File: src/rtl/dr_phase_seq_if.sv
// Byte host bus plus the single-rail/dual-rail converter boundary of the AES phase sequencer.
// master = sequencer side, slave = host and datapath side.
interface dr_phase_seq_if #(
  parameter int NBYTES = 16
);
  logic                  in_valid;
  logic                  in_ready;
  logic [7:0]            in_data;
  logic [8*NBYTES-1:0]   core_din;
  logic                  core_sp;
  logic                  core_done;
  logic [8*NBYTES-1:0]   core_dout;
  logic                  out_valid;
  logic                  out_ready;
  logic [7:0]            out_data;

  modport master (
    input  in_valid, in_data, core_done, core_dout, out_ready,
    output in_ready, core_din, core_sp, out_valid, out_data
  );

  modport slave (
    output in_valid, in_data, core_done, core_dout, out_ready,
    input  in_ready, core_din, core_sp, out_valid, out_data
  );
endinterface

File: src/rtl/dr_phase_seq.sv
// Phase sequencer: gathers a block from byte beats, runs one spacer/data cycle of the
// dual-rail core against its synchronized completion detector, then streams the result out.
module dr_phase_seq #(
  parameter int NBYTES      = 16,
  parameter int SYNC_STAGES = 2,
  parameter int TO_CYCLES   = 255
) (
  input  logic             C,
  input  logic             RN,
  dr_phase_seq_if.master   bus,
  output logic             busy,
  output logic             err
);
  localparam int BW = 8 * NBYTES;
  localparam int CW = $clog2(NBYTES + 1);
  localparam int TW = $clog2(TO_CYCLES + 1);
  localparam logic [CW-1:0] LAST_BYTE = CW'(NBYTES - 1);
  localparam logic [TW-1:0] TO_LAST   = TW'(TO_CYCLES - 1);

  typedef enum logic [2:0] {
    S_LOAD, S_SPWAIT, S_EVAL, S_UNLOAD, S_RTZ, S_ERR
  } state_t;

  state_t                 state_q, state_d;
  logic [SYNC_STAGES-1:0] sync_q;
  logic [CW-1:0]          byte_cnt_q;
  logic [TW-1:0]          to_cnt_q;
  logic [BW-1:0]          din_q, dout_q;
  logic                   in_ready_q, sp_q, err_q, rtz_seen_q;

  logic done_s, accept, hs, last_byte, to_hit;
  logic to_clr, to_inc, err_set, capture;

  assign done_s    = sync_q[SYNC_STAGES-1];
  assign accept    = bus.in_valid & in_ready_q;
  assign hs        = bus.out_valid & bus.out_ready;
  assign last_byte = (byte_cnt_q == LAST_BYTE);
  assign to_hit    = (to_cnt_q == TO_LAST);

  assign bus.in_ready  = in_ready_q;
  assign bus.core_din  = din_q;
  assign bus.core_sp   = sp_q;
  assign bus.out_valid = (state_q == S_UNLOAD);
  assign bus.out_data  = dout_q[BW-1 -: 8];
  assign busy          = !((state_q == S_LOAD) && (byte_cnt_q == '0));
  assign err           = err_q;

  // NOTE: every signal driven here gets a default first so no path leaves it unassigned (no latch).
  always_comb begin
    state_d = state_q;
    to_clr  = 1'b0;
    to_inc  = 1'b0;
    err_set = 1'b0;
    capture = 1'b0;
    unique case (state_q)
      S_LOAD: begin
        if (accept && last_byte) begin
          state_d = S_SPWAIT;
          to_clr  = 1'b1;
        end
      end
      S_SPWAIT: begin
        if (!done_s) begin
          state_d = S_EVAL;
          to_clr  = 1'b1;
        end else if (to_hit) begin
          state_d = S_ERR;
          err_set = 1'b1;
        end else begin
          to_inc = 1'b1;
        end
      end
      S_EVAL: begin
        if (done_s) begin
          state_d = S_UNLOAD;
          capture = 1'b1;
          to_clr  = 1'b1;
        end else if (to_hit) begin
          state_d = S_ERR;
          err_set = 1'b1;
        end else begin
          to_inc = 1'b1;
        end
      end
      S_UNLOAD: begin
        // The return-to-spacer wait runs alongside the drain and never stalls a handshake.
        if (hs && last_byte) begin
          state_d = (rtz_seen_q || !done_s) ? S_LOAD : S_RTZ;
          to_clr  = 1'b1;
        end else if (!rtz_seen_q && done_s) begin
          if (to_hit) begin
            state_d = S_ERR;
            err_set = 1'b1;
          end else begin
            to_inc = 1'b1;
          end
        end
      end
      S_RTZ: begin
        if (!done_s) begin
          state_d = S_LOAD;
        end else if (to_hit) begin
          state_d = S_ERR;
          err_set = 1'b1;
        end else begin
          to_inc = 1'b1;
        end
      end
      S_ERR:   state_d = S_ERR;
      default: begin
        state_d = S_ERR;
        err_set = 1'b1;
      end
    endcase
  end

  // NOTE: sequential state uses non-blocking assignments so every flop samples pre-edge values.
  always_ff @(posedge C) begin
    if (!RN) begin
      state_q    <= S_LOAD;
      sync_q     <= '0;
      byte_cnt_q <= '0;
      to_cnt_q   <= '0;
      din_q      <= '0;
      dout_q     <= '0;
      in_ready_q <= 1'b0;
      sp_q       <= 1'b0;
      err_q      <= 1'b0;
      rtz_seen_q <= 1'b0;
    end else begin
      state_q    <= state_d;
      sync_q     <= {sync_q[SYNC_STAGES-2:0], bus.core_done};
      in_ready_q <= (state_d == S_LOAD);
      sp_q       <= (state_d == S_EVAL);
      err_q      <= err_q | err_set;

      if (to_clr)      to_cnt_q <= '0;
      else if (to_inc) to_cnt_q <= to_cnt_q + TW'(1);

      if (accept) din_q <= {din_q[BW-9:0], bus.in_data};

      if (accept || hs) byte_cnt_q <= last_byte ? '0 : byte_cnt_q + CW'(1);

      if (capture) dout_q <= bus.core_dout;
      else if (hs) dout_q <= {dout_q[BW-9:0], 8'h00};

      if (capture)                               rtz_seen_q <= 1'b0;
      else if (state_q == S_UNLOAD && !done_s)   rtz_seen_q <= 1'b1;
    end
  end
endmodule

File: src/flat_wrapper.sv
// flat-port wrapper written by rule: the top's interface ports become plain ports
module dr_phase_seq_flat 
#(
  parameter int NBYTES      = 16,
  parameter int SYNC_STAGES = 2,
  parameter int TO_CYCLES   = 255
)
  (C, RN, busy, err, bus_in_valid, bus_in_data, bus_core_done, bus_core_dout, bus_out_ready, bus_in_ready, bus_core_din, bus_core_sp, bus_out_valid, bus_out_data);
  dr_phase_seq_if #(.NBYTES(NBYTES)) bus_i ();
  input  logic C;
  input  logic RN;
  output logic busy;
  output logic err;
  input wire logic [$bits(bus_i.in_valid)-1:0] bus_in_valid;
  input wire logic [$bits(bus_i.in_data)-1:0] bus_in_data;
  input wire logic [$bits(bus_i.core_done)-1:0] bus_core_done;
  input wire logic [$bits(bus_i.core_dout)-1:0] bus_core_dout;
  input wire logic [$bits(bus_i.out_ready)-1:0] bus_out_ready;
  output wire logic [$bits(bus_i.in_ready)-1:0] bus_in_ready;
  output wire logic [$bits(bus_i.core_din)-1:0] bus_core_din;
  output wire logic [$bits(bus_i.core_sp)-1:0] bus_core_sp;
  output wire logic [$bits(bus_i.out_valid)-1:0] bus_out_valid;
  output wire logic [$bits(bus_i.out_data)-1:0] bus_out_data;
  assign bus_i.in_valid = bus_in_valid;
  assign bus_i.in_data = bus_in_data;
  assign bus_i.core_done = bus_core_done;
  assign bus_i.core_dout = bus_core_dout;
  assign bus_i.out_ready = bus_out_ready;
  assign bus_in_ready = bus_i.in_ready;
  assign bus_core_din = bus_i.core_din;
  assign bus_core_sp = bus_i.core_sp;
  assign bus_out_valid = bus_i.out_valid;
  assign bus_out_data = bus_i.out_data;
  dr_phase_seq #(.NBYTES(NBYTES), .SYNC_STAGES(SYNC_STAGES), .TO_CYCLES(TO_CYCLES)) u_core (.C(C), .RN(RN), .bus(bus_i), .busy(busy), .err(err));
endmodule
File: config.mk
export PLATFORM = sky130hd
export DESIGN_NAME = dr_phase_seq_flat
export DESIGN_NICKNAME = d
export VERILOG_FILES = /design/src/rtl/dr_phase_seq_if.sv /design/src/rtl/dr_phase_seq.sv /design/src/flat_wrapper.sv
export SDC_FILE = /design/constraint.sdc
export NUM_CORES = 1
export LEC_CHECK = 0
export ABC_AREA = 1
export ABC_CLOCK_PERIOD_IN_PS = 1800
export CORE_ASPECT_RATIO = 1.2
export CORE_MARGIN = 1.5
export CORE_UTILIZATION = 35
export CTS_CLUSTER_DIAMETER = 200
export DETAILED_ROUTE_END_ITERATION = 8
export GPL_TIMING_DRIVEN = 0
export PLACE_DENSITY_LB_ADDON = 0.12
export SYNTH_ARGS = -nofsm -noshare
export SYNTH_HDL_FRONTEND = slang
export SYNTH_SLANG_ARGS = --single-unit
File: constraint.sdc
create_clock -name C -period 1.8 [get_ports C]
set_input_delay 0.27 -clock C [delete_from_list [all_inputs] [get_ports C]]
set_output_delay 0.27 -clock C [all_outputs]
set_load 0.05 [all_outputs]
==> results of run 1 <==
## cell families after synthesis
family | Yosys count
xor+xnor | 3
buf+inv | 257
fa+ha+maj | 4
compound gates | 197
flops | 278
simple gates | 940
## layer usage
layer,track usage,vias to the layer above,share of wire
met5,0,-,0.00036
met4,0.04204,2,0.015
met3,0.05816,40,0.077
met2,0.3710,310,0.49
met1,0.2436,5125,0.42
li1,-,5976,-
## worst max-delay path, delay by kind of cell, from the launching register on
family | cells | cell delay [ps]
buf+inv | 1 | 180
flops | 1 | 370
simple gates | 4 | 460
## cell usage in the layout (no fill, tap or decap), drive strengths merged, types with 6 or more instances in the layout
cell type        n
nand2          414
buf             56
nand3          226
clkdlybuf4s50  139
clkinv           7
clkdlybuf4s15   28
inv            140
clkbuf         130
nand4            6
o211ai           8
o21ai          143
a21oi           45
nor2           290
dfxtp          278
dlygate4sd2     98
## repair_timing
action | in CTS | in global routing
hold buffers | 0 | 0
setup buffers | 5 | 7
cloned | 0 | 1
gates resized for setup | 192 | 104
setup endpoints to repair | 270 | 283
pin swaps | 2 | 5
## through the flow
stage / cell area, um2 / hold WS, ps / util / TNS [ps] / power, mW
after detailed placement: 14890 / 402.1 / 0.4590 / -68570 / 8.510
final: 16050 / 265.5 / 0.4949 / -34.93 / 14.85
after CTS: 15910 / 237.0 / 0.4906 / -154.9 / 15.04
after global routing: 16050 / 255.2 / 0.4949 / -316.9 / 15.41
after floorplan: 11570 / 367.6 / - / 0 / 7.637
after global placement: 14890 / 393.5 / 0.4590 / -63890 / 8.513
## report_power, final
| group | internal, mW | total, mW | switching, mW |
|---|---|---|---|
| clock | 4.01 | 6.61 | 2.59 |
| combinational | 0.598 | 1.75 | 1.16 |
| sequential | 6.34 | 6.49 | 0.151 |
| total | 11.0 | 14.9 | 3.90 |
## worst min path at each step
| stage | startpoint | endpoint | slack (ps) | cells after the start |
|---|---|---|---|---|
| floorplan | bus_core_done | u_core.sync_q[0]$_SDFF_PN0_ | 370 | 2 |
| global placement | u_core.sync_q[0]$_SDFF_PN0_ | u_core.sync_q[1]$_SDFF_PN0_ | 390 | 2 |
| detailed placement | u_core.sync_q[0]$_SDFF_PN0_ | u_core.sync_q[1]$_SDFF_PN0_ | 400 | 2 |
| CTS | bus_core_dout[6] | u_core.dout_q[6]$_SDFFE_PN0P_ | 240 | 3 |
| global route | bus_core_dout[2] | u_core.dout_q[2]$_SDFFE_PN0P_ | 260 | 3 |
| finish | bus_core_dout[6] | u_core.dout_q[6]$_SDFFE_PN0P_ | 270 | 3 |
## state kept, by name, indices dropped and copies added (netlist names), 2 cells and up
| signal | count |
|---|---|
| u_core.to_cnt_q | 8 |
| u_core.byte_cnt_q | 5 |
| u_core.state_q | 3 |
| u_core.sync_q | 2 |
| u_core.bus.core_din | 128 |
| u_core.dout_q | 128 |
## area by class of cell
cell class,instances,share of cell area
buffer,117,0.03858
clock inverter,13,0.01161
tap,407,0.03173
sequential,278,0.3473
clock buffer,42,0.05527
multi-input combinational,1145,0.3123
timing repair buffer,292,0.1703
inverter,139,0.03282
==> implementation parameters, run 1 <==
Parameter                              Value

Logic synthesis
  Leading cell types by total area after synthesis    sky130_fd_sc_hd__dfxtp_1, sky130_fd_sc_hd__nand2_1, sky130_fd_sc_hd__nand3_1, sky130_fd_sc_hd__nor2_1, sky130_fd_sc_hd__o21ai_0
  Net count of the mapped netlist    roughly 1800
  Number of unique standard cell types used by synthesis    26
  Simple-gate share of the synthesized area    0.3348
  FF+latch count, synth    278
  Multiplexer fraction of the synthesized cell area    0
  Synthesized-area fraction occupied by adder cells    0.004324
  Top post-synthesis cells by count    sky130_fd_sc_hd__nand2_1, sky130_fd_sc_hd__nor2_1, sky130_fd_sc_hd__dfxtp_1
  Dominant combinational cell family by area after synthesis    simple AND/OR/NAND/NOR gates
  Syn Std Cell Area    between 10000 and 15000 um2
  Area fraction in compound gates after synthesis    0.08714
  Yosys top cell by area    sky130_fd_sc_hd__dfxtp_1
  Most common cell in the netlist    sky130_fd_sc_hd__nand2_1
  Post-synthesis cell count    ~1700
  Synth Warn #    0
  Number of flops mapped to enable cells by yosys    0
  Most common flop cell mapped by yosys    sky130_fd_sc_hd__dfxtp_1
  Proportion of synthesized chip area in sequential cells    0.4809
  Proportion of netlist area held by the largest area contributor    0.4809
  Xor/xnor share of the synthesized area    0.002270
  Post-synthesis async set-or-reset flop share    0
  Synthesized area per cell    6.893 um2

Critical path
  Nature of the critical path endpoint    output port
  Worst r2r path cells    9
  Cell at the slowest stage of the critical path    sky130_fd_sc_hd__dfxtp_4
  Maximum single-stage delay on the critical path    370 ps
  Category of the worst setup path launch point    register
  Capturing point of the worst reg2reg path    u_core.to_cnt_q[1]$_SDFFE_PP0P_
  Highest fanout seen on the critical path    6
  Worst Setup Path Type    reg2out
  Critical path origin    u_core.state_q[0]$_SDFF_PN0_
  Reg2reg start    u_core.byte_cnt_q[0]$_SDFFE_PN0P_
  CP Capture Point    busy
  List of cells traversed by the critical path    nor2_4 > nand2_2 > nor2_4 > nand4_1 > buf_6
  Arrival time at the worst endpoint    between 1500 and 2000 ps
  CP required    between 1500 and 2000 ps
  Reg2Reg Setup Slack    120 ps
  Most Frequent Cell on Critical Path    sky130_fd_sc_hd__nor2_4

Placed design
  Final GP Congestion    ~0.85
  Worst slack at placement    -345.9 ps
  Post-detail-place hpwl    roughly 27000 um
  Port buffer count    between 200 and 300
  Total instance count after detailed placement    between 2000 and 2500

Clock tree
  Skew-Pair Late Insertion Delay    ~550 ps
  TritonCTS clock tree    built
  Buffer cell driving the clock tree root    sky130_fd_sc_hd__clkbuf_16
  Deepest level of the CTS H-tree    1
  Maximum count of clock buffers along a single path    3
  Clock slew seen by the registers of the worst setup and hold paths    around 60 ps
  Number of sinks handled by clock tree synthesis    between 200 and 300
  Total clock buffers created by CTS    31

Layout
  Count of fill cells added during filler insertion    about 3400
  Total Nets Final    roughly 2100
  Synth-to-Final Area Change    38.69%
  Number of standard cells in the final layout excluding fillers    2433
  Share of post-route cells with drive strength above 1    0.08193
  Area of combinational cells with multiple inputs    around 5000 um2
  Reg area    between 5000 and 6000 um2
  Count of inserted antenna diode cells    0

Timing
  Final Hold Viols    0
  Setup Viol. Count Final    1
  Slew at the pin closest to its max-slew limit    784.1 ps
  Worst setup skew after layout    16.50 ps
  Share of the clock period used by the worst path    1.019
  Highest achievable clock rate    0.5450 GHz
  Number of slew-limit violations in the final report    0
  Worst slew margin relative to its limit    0.4773
  Unrepaired setup endpoints after global routing    true
  Min cycle time layout    between 1500 and 2000 ps
  Setup slack after layout    -34.93 ps

Drt
  Total vias in the final route    11450
  Total detailed-routing wirelength    between 30000 and 40000 um
  Number of remaining DRC errors    0
  Number of antenna-violating nets in the routed design    0
  Routed length per instance    around 15 um
  First-iteration detailed-routing DRC count    roughly 680
  Length of the first detailed-routing pass in iterations    6
  Average via count per standard cell    approximately 4.7

GRT
  GR Util All Layers    0.2064
  First-pass GRT wire length    56880 um
  Via count of the first global-routing pass    about 11000
  Number of antenna violations at the first check in global routing    1
  GRT overflow    0
  Maximum number of pins on one net before global-route repair    16

Power
  Worst vdd rail ir drop    0.8555 mV
  Total power divided by cell area    between 900 and 1000 nW/um2
  LEAKAGE    7.764 nW

Die
  FP Rows    72
  Area enclosed by the die boundary    34170 um2
  DIE WIDTH    between 150 and 200 um
  Core Box Area    between 30000 and 40000 um2
  Effective utilization at floorplan    0.3569
  Die Span Y    a little over 200 um
  Top-level I/O count    approximately 280

Outcome
  Run status    finished, violations left
  Violated checks    negative setup slack

Job
  Number of max-capacitance violations reported    0

Hold path
  Type of the tightest min-delay check    in2reg
Power figures use the tool's default switching activity.
==> run 2, diff against run 1 <==
--- a/config.mk
+++ b/config.mk
@@ -7,9 +7,11 @@
 export LEC_CHECK = 0
 export ABC_AREA = 1
 export ABC_CLOCK_PERIOD_IN_PS = 1800
+export CELL_PAD_IN_SITES_DETAIL_PLACEMENT = 1
+export CELL_PAD_IN_SITES_GLOBAL_PLACEMENT = 2
 export CORE_ASPECT_RATIO = 1.2
 export CORE_MARGIN = 1.5
-export CORE_UTILIZATION = 35
+export CORE_UTILIZATION = 27
 export CTS_CLUSTER_DIAMETER = 200
 export DETAILED_ROUTE_END_ITERATION = 8
 export GPL_TIMING_DRIVEN = 0
==> run 2 against run 1 <==
Compared with the run above: the run still ends with negative setup slack left; worst hold slack got worse by 25 ps; fmax down 3.8%; critical path depth did not move.
==> implementation parameters, run 2 (same netlist as run 1, synthesis figures left out) <==
Parameter                              Value

Outcome
  Run status    finished, violations left
  Violated checks    negative setup slack

Drt
  Number of antenna-violating nets in the routed design    0 (unchanged)
  Total detailed-routing wirelength    41790 um (+16%)
  Met1 wire length    17000 um (+12%)
  Total length of routed met2 wires    20840 um (+19%)
  DR top layer    met5
  Total vias in the final route    11730 (+2.4%)
  Length of the first detailed-routing pass in iterations    4 (-2)
  Average via count per standard cell    4.541 (-3.5%)
  Routed length per instance    16.19 um (+8.9%)
  Number of remaining DRC errors    0 (unchanged)
  Routed length on met3    3319 um (+18%)
  First-iteration detailed-routing DRC count    320 (-53%)

Layout
  Total Nets Final    2155 (+0.28%)
  Share of post-route cells with drive strength above 1    0.1061 (+0.02421)
  Most common cell after layout, fill and taps aside    sky130_fd_sc_hd__nand2_1
  Leading cell types in the layout, fill and taps excluded    sky130_fd_sc_hd__nand2_1, sky130_fd_sc_hd__nor2_1, sky130_fd_sc_hd__dfxtp_1
  Post-layout utilization of the core    0.3877 (-0.1073)
  Synth-to-Final Area Change    40.91%
  Count of fill cells added during filler insertion    5308 (+58%)

Clock tree
  TritonCTS clock tree    built
  Post-CTS Hold Fix Bufs    0 (unchanged)
  Clock slew seen by the registers of the worst setup and hold paths    60 ps (about the same)
  Total clock buffers created by CTS    31 (unchanged)
  Number of sinks handled by clock tree synthesis    278 (unchanged)
  Maximum count of clock buffers along a single path    3 (unchanged)
  Skew-Pair Late Insertion Delay    570 ps (+20 ps)
  Deepest level of the CTS H-tree    1 (unchanged)
  Buffer cell driving the clock tree root    sky130_fd_sc_hd__clkbuf_16

Hold path
  Endpoint, Worst Hold    u_core.sync_q[0]$_SDFF_PN0_
  Count of cells along the worst hold path    3 (unchanged)
  Type of the tightest min-delay check    in2reg
  Hold wc startpoint    bus_core_done

Timing
  Highest achievable clock rate    0.5241 GHz (-3.8%)
  Setup slack after layout    -108.0 ps (-73.11 ps)
  Slew at the pin closest to its max-slew limit    982.8 ps (+198.6 ps)
  Worst setup skew after layout    13.43 ps (-3.065 ps)
  Total negative slack    -108.0 ps (-73.11 ps)
  Number of slew-limit violations in the final report    0 (unchanged)
  Min cycle time layout    1908 ps (+73.11 ps)
  Setup Viol. Count Final    1 (unchanged)
  Final Hold Slack    240.3 ps (-25.22 ps)
  Final Hold Viols    0 (unchanged)
  Worst slew margin relative to its limit    0.3448 (-0.1324)
  Share of the clock period used by the worst path    1.060 (+0.04061)
  Unrepaired setup endpoints after global routing    true

Power
  Worst vdd rail ir drop    0.6211 mV (-27%)
  Total power divided by cell area    902.6 nW/um2 (-2.5%)
  LEAKAGE    7.644 nW (-1.5%)

Placed design
  Worst slack at placement    -420.9 ps (-75.02 ps)
  Post-detail-place hpwl    31200 um (+17%)
  Final GP Congestion    0.7861 (-7.3%)
  Port buffer count    280 (unchanged)

GRT
  Number of antenna violations at the first check in global routing    2 (+1)
  First-pass GRT wire length    64980 um (+14%)
  GR Util All Layers    0.1872 (-0.01916)
  GRT overflow    0 (unchanged)
  Maximum number of pins on one net before global-route repair    16 (unchanged)
  Via count of the first global-routing pass    12260 (+11%)

Die
  FP Rows    82 (+14%)
  Effective utilization at floorplan    0.2751 (-0.08173)
  DIE WIDTH    192 um (+14%)
  Die Span Y    229.8 um (+14%)
  Area enclosed by the die boundary    44120 um2 (+29%)
  Core Box Area    42070 um2 (+30%)
  Top-level I/O count    282 (unchanged)

Critical path
  Reg2reg start    u_core.state_q[0]$_SDFF_PN0_
  Highest fanout seen on the critical path    5 (-1)
  Worst r2r path cells    11 (+2)
  Reg2Reg Setup Slack    0 ps (-120 ps)
  Capturing point of the worst reg2reg path    u_core.dout_q[41]$_SDFFE_PN0P_
  Category of the worst setup path launch point    register
  Arrival time at the worst endpoint    1640 ps (+80 ps)
  Worst Setup Path Type    reg2out
  Nature of the critical path endpoint    output port
  CP required    1530 ps (about the same)

Job
  Number of max-capacitance violations reported    0 (unchanged)
[run 2: cell count changes in the layout (fill, tap and decap cells not counted), moves of 3 or more]
cell                              change
sky130_fd_sc_hd__bufinv_16            -3
sky130_fd_sc_hd__buf_8                +3
sky130_fd_sc_hd__buf_2                -8
sky130_fd_sc_hd__clkbuf_8             +6
sky130_fd_sc_hd__clkbuf_4             +3
sky130_fd_sc_hd__clkdlybuf4s15_2     +18
sky130_fd_sc_hd__clkbuf_2            +18
sky130_fd_sc_hd__buf_6                +4
sky130_fd_sc_hd__clkdlybuf4s15_1     +14
sky130_fd_sc_hd__dlygate4sd2_1       -52
sky130_fd_sc_hd__buf_4                +7
[run 2: stage by stage]
stage | cells | cell area (um2) | total power [mW]
CTS | 2574 | 16210 | 15.01
global placement | 2505 | 15060 | 8.535
detailed placement | 2505 | 15060 | 8.543
finish | 2582 | 16310 | 14.72
global route | 2581 | 16310 | 15.36
floorplan | 1679 | 11570 | 7.637
[run 2: where the power goes]
group	switching (mW)	internal, mW	leakage (nW)
clock	2.62	3.83	0.524
combinational	1.18	0.602	4.86
sequential	0.151	6.34	2.27
[run 2: cell type report]
class | instances | area [um2] | share of cell area
clock inverters | 9 | 76.32 | 0.004680
repair buffers | 298 | 2791 | 0.1712
flip-flops and latches | 278 | 5578 | 0.3420
inverters | 139 | 526.8 | 0.03230
diodes | 1 | 2.502 | 0.0001534
plain buffers | 117 | 673.1 | 0.04128
well taps | 546 | 683.2 | 0.04189
clock buffers | 49 | 973.4 | 0.05969
multi-input cells | 1145 | 5004 | 0.3068
[run 2: worst max-delay path by stage]
| stage | start | to | slack (ps) | cells after the start |
|---|---|---|---|---|
| after floorplan | u_core.bus.in_ready$_SDFF_PN0_ | u_core.bus.core_din[107]$_SDFFE_PN0P_ | 120 | 6 |
| after global placement | bus_in_valid | u_core.bus.core_din[120]$_SDFFE_PN0P_ | -420 | 7 |
| after CTS | u_core.state_q[1]$_SDFF_PN0_ | busy | -270 | 5 |
| after detailed placement | bus_in_valid | u_core.bus.core_din[118]$_SDFFE_PN0P_ | -420 | 7 |
| final | u_core.state_q[0]$_SDFF_PN0_ | busy | -110 | 5 |
| after global routing | u_core.state_q[0]$_SDFF_PN0_ | busy | -200 | 5 |
[run 2: layer usage]
| layer | up-vias | GRT usage |
|---|---|---|
| li1 | 5968 | - |
| met1 | 5472 | 0.2080 |
| met2 | 235 | 0.3441 |
| met3 | 46 | 0.06105 |
| met4 | 4 | 0.03731 |
| met5 | - | 0 |
[run 2: worst max-delay path, stage by stage, from the launching register on]
cell	delay, ps
sky130_fd_sc_hd__dfxtp_4	370
sky130_fd_sc_hd__nor2_4	140
sky130_fd_sc_hd__nand2_2	90
sky130_fd_sc_hd__nor2_4	130
sky130_fd_sc_hd__nand4_1	150
sky130_fd_sc_hd__buf_6	190
[run 2: repair_timing]
| action | CTS | global route |
|---|---|---|
| gates resized for setup | 261 | 150 |
| pin swaps | 4 | 6 |
| hold endpoints to repair | 0 | 0 |
| cloned | 1 | 1 |
| buffers inserted | 11 | 6 |
| endpoints found under the setup margin | 291 | 212 |
==> run 3, diff against run 2 <==
--- a/config.mk
+++ b/config.mk
@@ -14,7 +14,6 @@
 export CORE_UTILIZATION = 27
 export CTS_CLUSTER_DIAMETER = 200
 export DETAILED_ROUTE_END_ITERATION = 8
-export GPL_TIMING_DRIVEN = 0
 export PLACE_DENSITY_LB_ADDON = 0.12
 export SYNTH_ARGS = -nofsm -noshare
 export SYNTH_HDL_FRONTEND = slang
==> run 3 against run 2 <==
Compared with the run above: the flow still finishes with violations (negative setup slack); critical path depth grew 1; global-route usage shrank 0.96 points; count of clock-buffer cells in the layout up 5; final cell count decreased by 3.1%; via count fell by 2.0%; critical path type unchanged; critical endpoint unchanged; highest routed layer unchanged.
==> implementation parameters, run 3 (same netlist as run 1, synthesis figures left out) <==
Parameter                              Value

Timing
  Number of slew-limit violations in the final report    0 (unchanged)
  Worst setup skew after layout    7.744 ps (-5.690 ps)
  Share of the clock period used by the worst path    1.006 (-0.05419)
  Setup slack after layout    -10.50 ps (+97.54 ps)
  Total negative slack    -10.50 ps (+97.54 ps)
  Unrepaired setup endpoints after global routing    true
  Highest achievable clock rate    0.5523 GHz (+5.4%)
  Slew at the pin closest to its max-slew limit    661.4 ps (-321.4 ps)
  Worst slew margin relative to its limit    0.5591 (+0.2143)
  Final Hold Slack    83.74 ps (-156.5 ps)
  Min cycle time layout    1811 ps (-97.54 ps)
  Setup Viol. Count Final    1 (unchanged)
  Final Hold Viols    0 (unchanged)

Clock tree
  Maximum count of clock buffers along a single path    3 (unchanged)
  Post-CTS Hold Fix Bufs    0 (unchanged)
  Clock slew seen by the registers of the worst setup and hold paths    50 ps (about the same)
  Deepest level of the CTS H-tree    2 (+1)
  Skew-Pair Late Insertion Delay    510 ps (-60 ps)
  Number of sinks handled by clock tree synthesis    278 (unchanged)
  TritonCTS clock tree    built
  Buffer cell driving the clock tree root    sky130_fd_sc_hd__clkbuf_16
  Total clock buffers created by CTS    34 (+9.7%)

Die
  Effective utilization at floorplan    0.2751 (unchanged)
  FP Rows    82 (unchanged)
  Core Box Area    42070 um2 (unchanged)
  Area enclosed by the die boundary    44120 um2 (unchanged)
  Die Span Y    229.8 um (unchanged)
  Top-level I/O count    282 (unchanged)
  DIE WIDTH    192 um (unchanged)

Critical path
  Top delay family on crit path    simple AND/OR/NAND/NOR gates
  Nature of the critical path endpoint    output port
  Cell at the slowest stage of the critical path    sky130_fd_sc_hd__dfxtp_4
  Buffers & Inverters on Critical Path    2 (+1)
  Maximum single-stage delay on the critical path    350 ps (-20 ps)
  List of cells traversed by the critical path    buf_6 > nor2_4 > nand2_4 > nor2_4 > nand4_1 > buf_6
  Highest fanout seen on the critical path    2 (-3)
  Arrival time at the worst endpoint    1540 ps (-100 ps)
  Worst Setup Path Type    reg2out
  Category of the worst setup path launch point    register
  CP required    1530 ps (about the same)

Power
  Worst vdd rail ir drop    0.7919 mV (+27%)
  LEAKAGE    7.673 nW (+0.38%)
  Total power divided by cell area    934.5 nW/um2 (+3.5%)

Job
  Number of max-capacitance violations reported    0 (unchanged)

Layout
  Synth-to-Final Area Change    39.56%
  Share of post-route cells with drive strength above 1    0.1120 (+0.005878)
  Most common cell after layout, fill and taps aside    sky130_fd_sc_hd__nand2_1
  Total Nets Final    2080 (-3.5%)
  Area of all placed cells without fillers    16150 um2 (-0.96%)
  Leading cell types in the layout, fill and taps excluded    sky130_fd_sc_hd__nand2_1, sky130_fd_sc_hd__nor2_1, sky130_fd_sc_hd__dfxtp_1

GRT
  GR Util All Layers    0.1776 (-0.009609)
  Number of antenna violations at the first check in global routing    2 (unchanged)
  Maximum number of pins on one net before global-route repair    86 (+70)
  First-pass GRT wire length    62570 um (-3.7%)
  Via count of the first global-routing pass    11700 (-4.5%)
  GRT overflow    0 (unchanged)

Drt
  Total detailed-routing wirelength    40640 um (-2.8%)
  First-iteration detailed-routing DRC count    359 (+12%)
  Length of the first detailed-routing pass in iterations    4 (unchanged)
  Routed length per instance    16.24 um (+0.36%)
  Number of remaining DRC errors    0 (unchanged)
  Total vias in the final route    11490 (-2.0%)
  Number of antenna-violating nets in the routed design    0 (unchanged)
  Average via count per standard cell    4.592 (+1.1%)

Placed design
  Port buffer count    281 (+0.36%)
  Post-detail-place hpwl    27380 um (-12%)
  Final GP Congestion    0.7710 (-1.9%)
  Total placed instance area    14970 um2 (-0.61%)

Outcome
  Run status    finished, violations left
  Violated checks    negative setup slack

Hold path
  Type of the tightest min-delay check    in2reg
## run 3: repair_timing
action / in CTS / in global routing
pin swaps: 2 / 3
setup buffers: 1 / 5
hold endpoints to repair: 0 / 0
endpoints found under the setup margin: 50 / 22
cloned: 0 / 2
resized for setup: 56 / 9
## run 3: report_power, final
part | internal (mW) | switching, mW
clock network | 4.12 | 2.67
logic | 0.652 | 1.15
registers | 6.34 | 0.146
total | 11.1 | 3.97
## run 3: path summary, 6_finish.rpt
| path | from | end | slack, ps | cells past startpoint |
|---|---|---|---|---|
| worst min register to register | u_core.sync_q[0]$_SDFF_PN0_ | u_core.sync_q[1]$_SDFF_PN0_ | 420 | 2 |
| worst max-delay path | u_core.state_q[1]$_SDFF_PN0_ | busy | -10 | 6 |
| worst min-delay path | RN | u_core.sync_q[1]$_SDFF_PN0_ | 80 | 3 |
| worst max register to register | u_core.state_q[1]$_SDFF_PN0_ | u_core.dout_q[8]$_SDFFE_PN0P_ | 100 | 9 |
## run 3: per-stage QoR
step / worst slack [ps] / utilization / cells / total power [mW]
floorplan: 119.1 / - / 1679 / 7.637
global placement: -96.51 / 0.3558 / 2437 / 8.487
detailed placement: -112.7 / 0.3558 / 2437 / 8.495
CTS: -152.4 / 0.3813 / 2494 / 15.39
global route: -101.3 / 0.3839 / 2501 / 15.74
finish: -10.50 / 0.3840 / 2502 / 15.09
## run 3: layout make-up
| type | count | area, um2 |
|---|---|---|
| Antenna cell | 1 | 2.502 |
| Clock buffer | 54 | 1090 |
| Clock inverter | 2 | 12.51 |
| Fill cell | 5218 | 25910 |
| Inverter | 139 | 529.3 |
| Multi-Input combinational cell | 1144 | 4995 |
| Sequential cell | 278 | 5570 |
| Tap cell | 546 | 683.2 |
| Timing Repair Buffer | 338 | 3269 |
## run 3: tightest hold or removal path: stages
cell                      delay (ps)
sky130_fd_sc_hd__buf_6           160
sky130_fd_sc_hd__nand2_1          80
sky130_fd_sc_hd__inv_1            30
## run 3: routing by layer
metal / wire length [um] / vias up / global-route usage
met1: 17240 / 5416 / 0.2110
met3: 2790 / 42 / 0.05739
li1: - / 5809 / -
met4: 601 / 4 / 0.04021
met2: 19980 / 218 / 0.3082
met5: 25 / - / 0
